===== config.mk =====
export PLATFORM = sky130hd
export DESIGN_NAME = fp_seq_normaliser
export DESIGN_NICKNAME = d
export VERILOG_FILES = /design/src/rtl/fp_pkg.sv /design/src/rtl/fp_seq_normaliser.sv
export SDC_FILE = /design/constraint.sdc
export NUM_CORES = 1
export LEC_CHECK = 0
export ABC_AREA = 1
export CORE_UTILIZATION = 35
export DETAILED_ROUTE_END_ITERATION = 10
export SYNTH_ARGS = -nofsm -noshare
export SYNTH_HDL_FRONTEND = slang
export SYNTH_SLANG_ARGS = --single-unit

===== constraint.sdc =====
create_clock -name clk -period 2.26 [get_ports clk]
set_clock_uncertainty 0.05 [all_clocks]
set_input_delay 0.452 -clock clk [delete_from_list [all_inputs] [get_ports clk]]
set_output_delay 0.452 -clock clk [all_outputs]
set_load 0.005 [all_outputs]

===== src/rtl/fp_pkg.sv =====
// Shared single-precision float definitions: field widths, packed-word layout,
// normaliser state encoding and the common {sign, exp, frac} packing helper.
package fp_pkg;

  localparam int EXP_W  = 8;
  localparam int FRAC_W = 23;
  localparam int MANT_W = 25;
  localparam int WORD_W = 1 + EXP_W + FRAC_W;

  localparam logic [EXP_W-1:0] EXP_MAX = 8'hFF;

  localparam int SIGN_POS = 31;
  localparam int EXP_MSB  = 30;
  localparam int EXP_LSB  = 23;
  localparam int FRAC_MSB = 22;
  localparam int FRAC_LSB = 0;

  typedef enum logic [1:0] {
    IDLE = 2'd0,
    NORM = 2'd1,
    DONE = 2'd2
  } norm_state_e;

  function automatic logic [WORD_W-1:0] fp_pack(input logic              s,
                                                input logic [EXP_W-1:0]  e,
                                                input logic [FRAC_W-1:0] f);
    logic [WORD_W-1:0] w;
    w                    = '0;
    w[SIGN_POS]          = s;
    w[EXP_MSB:EXP_LSB]   = e;
    w[FRAC_MSB:FRAC_LSB] = f;
    return w;
  endfunction

endpackage


===== src/rtl/fp_seq_normaliser.sv =====
// Post-add normalise-and-pack stage: shifts the mantissa left one bit per clock
// until the hidden bit is set (or the exponent bottoms out), then packs the word.
module fp_seq_normaliser
  import fp_pkg::*;
(
  input  logic              clk,
  input  logic              rst,
  input  logic              in_valid,
  output logic              in_ready,
  input  logic              in_s,
  input  logic [EXP_W-1:0]  in_e,
  input  logic [MANT_W-1:0] in_m,
  output logic              out_valid,
  input  logic              out_ready,
  output logic [WORD_W-1:0] out_word,
  output logic              out_zero,
  output logic              out_ovf,
  output logic              out_denorm
);

  norm_state_e       state_q, state_d;
  logic              s_q, s_d;
  logic [EXP_W-1:0]  e_q, e_d;
  logic [MANT_W-1:0] m_q, m_d;
  logic              pass_q, pass_d;
  logic [WORD_W-1:0] word_q, word_d;
  logic              zero_q, zero_d;
  logic              ovf_q, ovf_d;
  logic              denorm_q, denorm_d;

  always_ff @(posedge clk or posedge rst) begin
    if (rst) begin
      state_q  <= IDLE;
      s_q      <= 1'b0;
      e_q      <= '0;
      m_q      <= '0;
      pass_q   <= 1'b0;
      word_q   <= '0;
      zero_q   <= 1'b0;
      ovf_q    <= 1'b0;
      denorm_q <= 1'b0;
    end else begin
      state_q  <= state_d;
      s_q      <= s_d;
      e_q      <= e_d;
      m_q      <= m_d;
      pass_q   <= pass_d;
      word_q   <= word_d;
      zero_q   <= zero_d;
      ovf_q    <= ovf_d;
      denorm_q <= denorm_d;
    end
  end

  always_comb begin
    state_d  = state_q;
    s_d      = s_q;
    e_d      = e_q;
    m_d      = m_q;
    pass_d   = pass_q;
    word_d   = word_q;
    zero_d   = zero_q;
    ovf_d    = ovf_q;
    denorm_d = denorm_q;
    unique case (state_q)
      IDLE: begin
        if (in_valid) begin
          s_d      = in_s;
          e_d      = (in_e == '0) ? 8'd1 : in_e;
          m_d      = in_m;
          pass_d   = (in_e == EXP_MAX);
          zero_d   = 1'b0;
          ovf_d    = 1'b0;
          denorm_d = 1'b0;
          state_d  = NORM;
        end
      end
      NORM: begin
        // Priority order matters: Inf/NaN pass-through beats every other rule.
        state_d = DONE;
        if (pass_q) begin
          word_d = fp_pack(s_q, EXP_MAX, m_q[FRAC_W-1:0]);
        end else if (m_q == '0) begin
          word_d = '0;
          zero_d = 1'b1;
        end else if (m_q[MANT_W-1] && (e_q == EXP_MAX - 8'd1)) begin
          word_d = fp_pack(s_q, EXP_MAX, '0);
          ovf_d  = 1'b1;
        end else if (m_q[MANT_W-1]) begin
          e_d    = e_q + 8'd1;
          m_d    = m_q >> 1;
          word_d = fp_pack(s_q, e_q + 8'd1, m_q[FRAC_W:1]);
        end else if (m_q[FRAC_W]) begin
          word_d = fp_pack(s_q, e_q, m_q[FRAC_W-1:0]);
        end else if (e_q == 8'd1) begin
          word_d   = fp_pack(s_q, 8'd0, m_q[FRAC_W-1:0]);
          denorm_d = 1'b1;
        end else begin
          m_d     = m_q << 1;
          e_d     = e_q - 8'd1;
          state_d = NORM;
        end
      end
      DONE: begin
        if (out_ready) state_d = IDLE;
      end
      default: state_d = IDLE;
    endcase
  end

  assign in_ready   = (state_q == IDLE);
  assign out_valid  = (state_q == DONE);
  assign out_word   = word_q;
  assign out_zero   = zero_q;
  assign out_ovf    = ovf_q;
  assign out_denorm = denorm_q;

endmodule


After elaboration in Yosys (flattened, before gate mapping):

Cells that the tools add are included.

* bits in registers: 72
* bits of input ports: 38
* output and inout bits: 37
* word-level logic and storage cells: 90

* add/sub/neg operators: 2
* equality and inequality tests: 17
* muxes and demuxes: 47
* reduce and logical (&&, ||, !) cells: 14

Operators with widths (number)
* 2-to-1 mux 32 bit: 6
* 2-to-1 mux 25 bit: 4
* 2-to-1 mux 24 bit: 3
* 2-to-1 mux 8 bit: 8
* case mux 25 bit (2 select lines): 1
* logical NOT 25 bit: 1
* != test 2 bit, second input constant: 9
* == test 8 bit, second input constant: 2
* 2-to-1 mux 2 bit: 8
* case mux 8 bit (2 select lines): 1
* 2-to-1 mux 1 bit: 12
* AND reduction 5 bit: 2
* adder 8 x 1 -> 8 bit, second input constant: 1
* == test 8 x 1 -> 1 bit, second input constant: 1
* logical NOT 8 bit: 1
* AND reduction 8 bit: 1
* subtractor 8 x 1 -> 8 bit, second input constant: 1
* AND reduction 7 bit: 1
* != test 3 bit, second input constant: 2
* case mux 1 bit (2 select lines): 3
* case mux 2 bit (3 select lines): 1
* AND reduction 2 bit: 3
* nonzero test 6 bit: 1
* AND reduction 4 bit: 1
* other kinds (6): 6

Longest topological paths before layout:

Gate-level depths: netlist of the first run.

* depth after elaboration: 8
* mapped depth: 12
* mapped depth without buffers: 11

Least setup slack after synthesis of the first run:

No wires, ideal clock.

* path kind: register -> register
* start point: reg e_q[0]
* end point: reg e_q[1]
* library setup time: 123 ps
* arrival: 1610 ps
* data required time: 2087 ps
* slack: 477 ps
* stages on the path, launching flop included: 12
* path buffers: 1
* clock period less this slack: 1783 ps
* cell sequence: dfrtp_1 -> clkinv_1 -> ha_1 -> nand2_1 -> inv_1 -> nand4_1 -> nand2_1 -> inv_2 -> nand3_4 -> buf_4 -> nand2_1 -> o21ai_1

* cells in the longest elaborated chain, start to end: 8
* elaborated cells between the ends (all ways): 15
* those cells by class: add/sub (2); eq/ne (4); mux (7); reduce/logical (2)

RTL lines
* start, declared: line fp_seq_normaliser.sv:23 `logic [EXP_W-1:0] e_q, e_d;`
* start signal, assigned: line fp_seq_normaliser.sv:35 `e_q <= '0;`
* start signal, assigned: line fp_seq_normaliser.sv:45 `e_q <= e_d;`
* subtractor 8 x 1 -> 8 bit: line fp_seq_normaliser.sv:100 `e_d = e_q - 8'd1;`
* 2-to-1 mux 8 bit: line fp_seq_normaliser.sv:95 `end else if (e_q == 8'd1) begin`
* 2-to-1 mux 8 bit: line fp_seq_normaliser.sv:93 `end else if (m_q[FRAC_W]) begin`
* 2-to-1 mux 8 bit: line fp_seq_normaliser.sv:89 `end else if (m_q[MANT_W-1]) begin`
* 2-to-1 mux 8 bit: line fp_seq_normaliser.sv:86 `end else if (m_q[MANT_W-1] && (e_q == EXP_MAX - 8'd1)) begin`
* 2-to-1 mux 8 bit: line fp_seq_normaliser.sv:83 `end else if (m_q == '0) begin`
* 2-to-1 mux 8 bit: line fp_seq_normaliser.sv:81 `if (pass_q) begin`
* case mux 8 bit (2 select lines): line fp_seq_normaliser.sv:65 `unique case (state_q)`

Parallel ways exist; a longest one is shown, timed or not. The select of a mux whose other input is x is not followed.
A chain may end at the register's enable or synchronous reset.

Final worst setup path of the first run:

* start point: reg e_q[0]
* end point: reg m_q[12]

* cells in the longest elaborated chain, start to end: 4
* elaborated cells between the ends (all ways): 6
* those cells by class: eq/ne (4); reduce/logical (2)

RTL lines
* == test 8 bit: line fp_seq_normaliser.sv:86
* logical AND 1 bit: line fp_seq_normaliser.sv:86
* != test 2 bit (no source line)
* AND reduction 7 bit (no source line) *
* end signal, assigned: line fp_seq_normaliser.sv:46 `m_q <= m_d;`
* end, declared: line fp_seq_normaliser.sv:24 `logic [MANT_W-1:0] m_q, m_d;`

Mark *: on every way between the ends. The rest lies on a longest branch, timed or not.

==> results of run 1 <==
## worst max-delay path by stage
stage,to,slack (ps),cells past startpoint
global route,m_q[17],80,9
floorplan,e_q[1],480,11
finish,m_q[12],270,9
detailed placement,m_q[14],210,9
global placement,m_q[19],220,9
CTS,m_q[20],260,9
## power by group
group	total [W]	internal, W	leakage (nW)	switching [W]
clock network	0.00136	0.000831	0.139	0.000528
logic	0.00503	0.00211	1.85	0.00293
registers	0.00248	0.00187	0.908	0.000610
## sequential cells by signal, summed over array words and instances, names as in the netlist
register / flops
out_word: 32
m_q: 25
e_q: 8
state_q: 2
out_denorm: 1
out_ovf: 1
out_zero: 1
pass_q: 1
s_q: 1
## per-layer routing
layer  track usage, %  vias up
li1                 -     2467
met1             29.0     2165
met2             27.9      147
met3             2.90       16
met4             7.44        0
met5                0        -
## placed cells by master, fill, tap and decap left out, types with 3 or more instances in the layout
cell type	n
a21oi_1	28
buf_12	5
buf_4	23
clkbuf_16	9
clkbuf_8	3
clkdlybuf4s50_1	74
dfrtp_1	71
ha_1	4
inv_1	44
inv_2	5
nand2_1	232
nand2_2	3
nand3_1	100
nand3_2	3
nand4_1	10
nor2_1	34
nor2_4	3
nor3_1	3
o21ai_0	55
o21ai_1	33
o22ai_1	4
or2_2	20
## cell type report
cell class	instances	area (um2)	area share (%)
clock inverters	2	12.5	0.207
clock buffers	14	274	4.54
well taps	176	220	3.65
inverters	51	195	3.23
flip-flops and latches	72	1800	29.9
repair buffers	102	1010	16.8
multi-input cells	541	2520	41.7
## critical path, delay by kind of cell, from the launching register on
kind	cells	cell delay (ps)
adder cells (fa/ha/maj)	1	200
flip-flops	1	400
buffers and inverters	1	300
AND/OR/NAND/NOR	6	870
AO/OA/AOI/OAI	1	110
## logic make-up after synthesis
group                      after synthesis
and+or+nand+nor                        413
AOI/OAI and AO/OA                      124
buffers and inverters                   98
DFF                                     72
adders and majority gates                4
## stage by stage
stage | power, W | utilization (%)
4_1_cts | 0.00891 | 45.6
6_report | 0.00887 | 45.6
3_5_place_dp | 0.00752 | 43.4
2_1_floorplan | 0.00583 | -
3_3_place_gp | 0.00742 | 43.4
5_1_grt | 0.00971 | 45.6
==> summary.txt, run 1 <==
Status
  • Status: completed

Setup path
  • CP Class: reg -> reg
  • Critical Path RT: 2480 ps
  • RR Startpoint: e_q[0]
  • Crit path cell chain: ha_1, nand3_1, nor2_4, nor2_1, buf_4, nand3_1, nand2_1, nand2_1, o21ai_1
  • CP Launch Point: e_q[0]
  • Critical Path Sink Type: register
  • Crit path DAT: 2210 ps
  • CP max stage delay: 490 ps
  • Worst reg-to-reg path cell count: 9
  • CP Launch Type: register
  • R2R Path End: m_q[12]
  • Largest fanout on the critical path: 11
  • Reg2reg setup slack: 270 ps
  • Critical Path Slowest Stage Cell: nor2_1

Pwr
  • P per Cell Area: 1470 nW/um2
  • VDD IR max: 603 uV
  • Lkg Pwr: 2.89 nW

Logic synthesis
  • Proportion of synthesized area in mux cells: 0%
  • Compound-Gate Fraction of Synth Area: 13.4%
  • Leading cell types by count after synthesis: 232 x nand2_1, 100 x nand3_1, 72 x dfrtp_1
  • Top cells by area, synth: dfrtp_1 38%, nand2_1 18%, nand3_1 11%
  • Cells after Synth: 711
  • Dominant synthesized flop cell: dfrtp_1
  • Most common cell in the synthesized netlist: nand2_1
  • Asr flop ratio synth: 100%
  • Largest family of logic cells by synthesized area: simple AND/OR/NAND/NOR gates
  • Mapped Area: 4740 um2
  • EDFF count, synth: 0
  • Area leader, netlist: dfrtp_1
  • Seq cells post-synth: 72
  • Syn_nets: 753
  • Simple-Gate Fraction of Synth Area: 38.6%
  • Share of the synthesized area in the top cell type: 38.0%
  • Synth warnings: 0
  • Synth Area in Adders: 1.06%
  • XOR/XNOR Fraction of Synth Area: 0%
  • Netlist cell types: 29
  • Average cell area after synthesis: 6.67 um2
  • Post-synthesis sequential area ratio: 38.0%

Floorplanning
  • Initial Util: 35.8%
  • I/O pin cnt: 75
  • CORE AREA: 13,200 um2
  • Row cnt: 42
  • Die area: 14,000 um2
  • Die Span Y: 118 um
  • Die X: 118 um

Placement
  • Port Buf Inserts: 74
  • Post-DP Area: 5750 um2
  • Hpwl dp: 9530 um
  • Final Wtd Congestion: 0.863
  • Placed Cells: 942
  • Post-place setup slack: 209 ps

Routing
  • Met3 wire length: 692 um
  • Vias post-DR: 4,795
  • # DRC: 0
  • 1st-iter DRT viols: 418
  • Met1 Wirelength: 6650 um
  • Routed wire per std cell: 13.5 um
  • Final wirelength: 13,000 um
  • Wire length on met2: 5390 um
  • Vias per cell: 5.01
  • Drt pass-1 iters: 6
  • Top sig layer: met4
  • Post-DRT Antenna Nets: 0

GRT
  • Global-route wire length before repair: 21,700 um
  • Vias in the first global route: 4,394
  • Total track usage: 19.4%
  • Largest net degree at the start of global routing: 39
  • Initial antenna violation count: 0
  • Gr ovfl total: 0

Worst hold path
  • HP Class: reg -> reg
  • Worst hold path endpoint: out_word[18]
  • Hold Startpoint: out_word[18]
  • Worst hold path stage count: 2

Timing
  • Clock period minus final worst setup slack: 1990 ps
  • Max Slew Vio Count: 0
  • Hold Vio Cnt, Final: 0
  • Setup-failing EPs final: 0
  • Max frequency: 501 MHz
  • RSZ-0062 raised after global routing: false
  • Worst-margin pin slew: 641 ps
  • Slew margin rel.: 57.1%
  • Tcrit/Tclk final: 88.3%
  • Fin Setup TNS: 0 ps
  • WHS: 416 ps
  • Final worst-path setup slack: 265 ps

CTS
  • Setup Fix Bufs, Post-CTS: 0
  • Reg clk slew, reported paths: 50 ps
  • Clock buffer count from CTS: 9
  • Largest buffer count on any clock path: 2
  • TritonCTS clock tree: done
  • Clk sinks: 72
  • Later-pin clock latency in the skew report: 340 ps
  • CTS Root Cell: clkbuf_16
  • # H-tree levels: 3
  • Hold-fix buffer count after cts: 0
  • Resized cells post-CTS: 0

Cells and area
  • Layout overhead on the synthesized area: 27.2%
  • Finished Cell Area: 6030 um2
  • Layout cell share with drive strength beyond 1: 10.4%
  • Filler cells: 1,375
  • Cell Count, Final, Fillers Out: 958
  • # diodes: 0
  • Nets: 819

Flow run
  • Maxcap violations: 0
(Power assumes the default switching activity.)
==> run 2: changes to the inputs <==
- SLEW_MARGIN: unset -> 15
==> results of run 2 <==
No change in the layout: final DEF, timing and power equal those of run 1.
==> run 3: changes to the inputs <==
- CAP_MARGIN: unset -> 10
- CORE_MARGIN: unset -> 10
==> run 3 against run 2 <==
  * Core utilization down 0.60 points
  * Die area increased by 33%
  * Sequential share of layout area grew 0.40 points
  * Via count is 0.46% lower
  * Highest routed layer unchanged
  * Register-to-register slack better by 50 ps
  * Clock-buffer cell count fell by 1
  * Final cell count decreased by 1.1%
  * Non-clock buffer count decreased by 11
  * Total power shrank 1.5%
  * First-iteration DRC count is 42% higher
  * Combinational power fell by 4%
  * Worst setup slack better by 49 ps
==> summary.txt, run 3 (synthesis gave the netlist of run 1 again) <==
Routing
  • Vias per cell: 5.04 (was 5.01)
  • Final wirelength: 13,800 um (was 13,000 um)
  • # DRC: 0 (unchanged)
  • Post-DRT Antenna Nets: 0 (unchanged)
  • 1st-iter DRT viols: 595 (was 418)
  • Vias post-DR: 4,773 (was 4,795)
  • Routed wire per std cell: 14.6 um (was 13.5 um)
  • Drt pass-1 iters: 5 (was 6)

Setup path
  • CP max stage delay: 530 ps (was 490 ps)
  • Largest fanout on the critical path: 60 (was 11)
  • Crit path DAT: 2110 ps (was 2210 ps)
  • Worst path most repeated cell: nand2_1
  • CP Class: reg -> reg (unchanged)
  • Critical Path Sink Type: register (unchanged)
  • CP Launch Type: register (unchanged)
  • Critical Path Slowest Stage Cell: dfrtp_1 (was nor2_1)
  • Crit path cell chain: clkinv_1, ha_1, nand2_1, inv_1, nand4_1, nand2_1, inv_2, nand3_4, buf_12, nand2_1, o21ai_1 (was ha_1, nand3_1, nor2_4, nor2_1, buf_4, nand3_1, nand2_1, nand2_1, o21ai_1)
  • Critical Path RT: 2420 ps (was 2480 ps)

CTS
  • Largest buffer count on any clock path: 2 (unchanged)
  • Resized cells post-CTS: 0 (unchanged)
  • Later-pin clock latency in the skew report: 330 ps (was 340 ps)
  • TritonCTS clock tree: done (unchanged)
  • Clk sinks: 72 (unchanged)
  • Setup Fix Bufs, Post-CTS: 0 (unchanged)
  • Reg clk slew, reported paths: 60 ps (was 50 ps)
  • CTS Root Cell: clkbuf_16 (unchanged)
  • Clock buffer count from CTS: 9 (unchanged)
  • Hold-fix buffer count after cts: 0 (unchanged)
  • # H-tree levels: 3 (unchanged)

Pwr
  • Proportion of power drawn by the clock network: 15.3% (about the same)
  • Lkg Pwr: 2.84 nW (was 2.89 nW)
  • Sw power: 0.00408 W (was 0.00406 W)
  • Int Pwr: 0.00466 W (was 0.00481 W)
  • Sequential share of power: 29.2% (was 27.9%)
  • Sw Share: 46.7% (was 45.8%)
  • P per Cell Area: 1470 nW/um2 (about the same)
  • VDD IR max: 517 uV (was 603 uV)
  • Combinational power share: 55.6% (was 56.8%)

Floorplanning
  • Die X: 136 um (was 118 um)
  • Row cnt: 42 (unchanged)
  • I/O pin cnt: 75 (unchanged)
  • Initial Util: 35.8% (unchanged)
  • CORE AREA: 13,200 um2 (unchanged)
  • Die Span Y: 136 um (was 118 um)
  • Die area: 18,600 um2 (was 14,000 um2)

Timing
  • Worst-margin pin slew: 521 ps (was 641 ps)
  • Slew margin rel.: 65.1% (was 57.1%)
  • Hold Vio Cnt, Final: 0 (unchanged)
  • Fin Setup TNS: 0 ps (unchanged)
  • WHS: 418 ps (was 416 ps)
  • Setup-failing EPs final: 0 (unchanged)
  • RSZ-0062 raised after global routing: false (unchanged)
  • Clock period minus final worst setup slack: 1950 ps (was 1990 ps)
  • Tcrit/Tclk final: 86.1% (was 88.3%)
  • Final worst-path setup slack: 314 ps (was 265 ps)
  • Max frequency: 514 MHz (was 501 MHz)
  • Max Slew Vio Count: 0 (unchanged)

Cells and area
  • Nets: 808 (was 819)
  • Layout overhead on the synthesized area: 25.6% (was 27.2%)
  • Layout cell share with drive strength beyond 1: 9.08% (was 10.4%)
  • Largest register FFs: 32 (unchanged)
  • Most common cell after layout, fill and taps aside: nand2_1 (unchanged)
  • Multi-input gate area: 2520 um2 (unchanged)
  • Most frequent cells in the layout: 232 x nand2_1, 100 x nand3_1, 74 x clkdlybuf4s50_1 (unchanged)
  • # diodes: 0 (unchanged)
  • Filler cells: 1,385 (was 1,375)
  • Post-route core utilization: 45.0% (was 45.6%)
  • Reg area: 1800 um2 (unchanged)

GRT
  • Total track usage: 15.0% (was 19.4%)
  • Initial antenna violation count: 0 (unchanged)
  • Global-route wire length before repair: 22,700 um (was 21,700 um)
  • Largest net degree at the start of global routing: 73 (was 39)
  • Vias in the first global route: 4,453 (was 4,394)
  • Gr ovfl total: 0 (unchanged)

Status
  • Status: completed (unchanged)

Flow run
  • Maxcap violations: 0 (unchanged)

Placement
  • Port Buf Inserts: 74 (unchanged)
  • Hpwl dp: 9950 um (was 9530 um)
  • Post-place setup slack: 328 ps (was 209 ps)
  • Final Wtd Congestion: 0.854 (was 0.863)

Worst hold path
  • HP Class: reg -> reg (unchanged)
## run 3: area by class of cell
class                      instances  area share (%)
multi-input combinational        541            42.2
sequential                        72            30.3
timing repair buffer              91            15.8
clock buffer                      13            4.37
tap                              176            3.70
inverter                          51            3.28
clock inverter                     3           0.294
## run 3: path summary, 6_finish.rpt
kind / startpoint / endpoint / slack, ps / cells after the start
worst max-delay path: e_q[0] / m_q[12] / 310 / 11
worst min-delay path: out_word[21] / out_word[21] / 420 / 2
worst max register to register: e_q[0] / m_q[12] / 310 / 11
worst min register to register: out_word[21] / out_word[21] / 420 / 2
max in group asynchronous: rst / m_q[24] / 1330 / 3
min in group asynchronous: rst / out_word[7] / 520 / 3
## run 3: through the flow
| step | total power [W] | instance area (um2) | cells |
|---|---|---|---|
| 6_report | 0.00874 | 5960 | 947 |
| 5_1_grt | 0.00961 | 5960 | 947 |
| 3_3_place_gp | 0.00732 | 5680 | 931 |
| 4_1_cts | 0.00880 | 5960 | 947 |
| 3_5_place_dp | 0.00744 | 5680 | 931 |
| 2_1_floorplan | 0.00583 | 4750 | 711 |
## run 3: worst max-delay path, delay by kind of cell (launching register included)
kind | cells | cell delay, ps
DFF | 1 | 530
buffers and inverters | 4 | 510
and+or+nand+nor | 5 | 420
adders and majority gates | 1 | 230
AOI/OAI and AO/OA | 1 | 60
## run 3: power groups by stage
stage / Sequential, W / Combinational, W / Clock, W
final: 0.00255 / 0.00485 / 0.00133
after global routing: 0.00263 / 0.00557 / 0.00141
after CTS: 0.00254 / 0.00490 / 0.00136
after detailed placement: 0.00256 / 0.00487 / 0
after global placement: 0.00255 / 0.00477 / 0
after floorplan: 0.00232 / 0.00352 / 0
## run 3: metal layers
metal	up-vias	GRT usage [%]	part of all wire (%)	wire length, um
met5	-	0	0	0
met4	0	4.67	0.88	121
met3	8	3.58	8.1	1120
met2	171	21.0	43	5900
met1	2167	22.0	48	6680
li1	2427	-	-	-
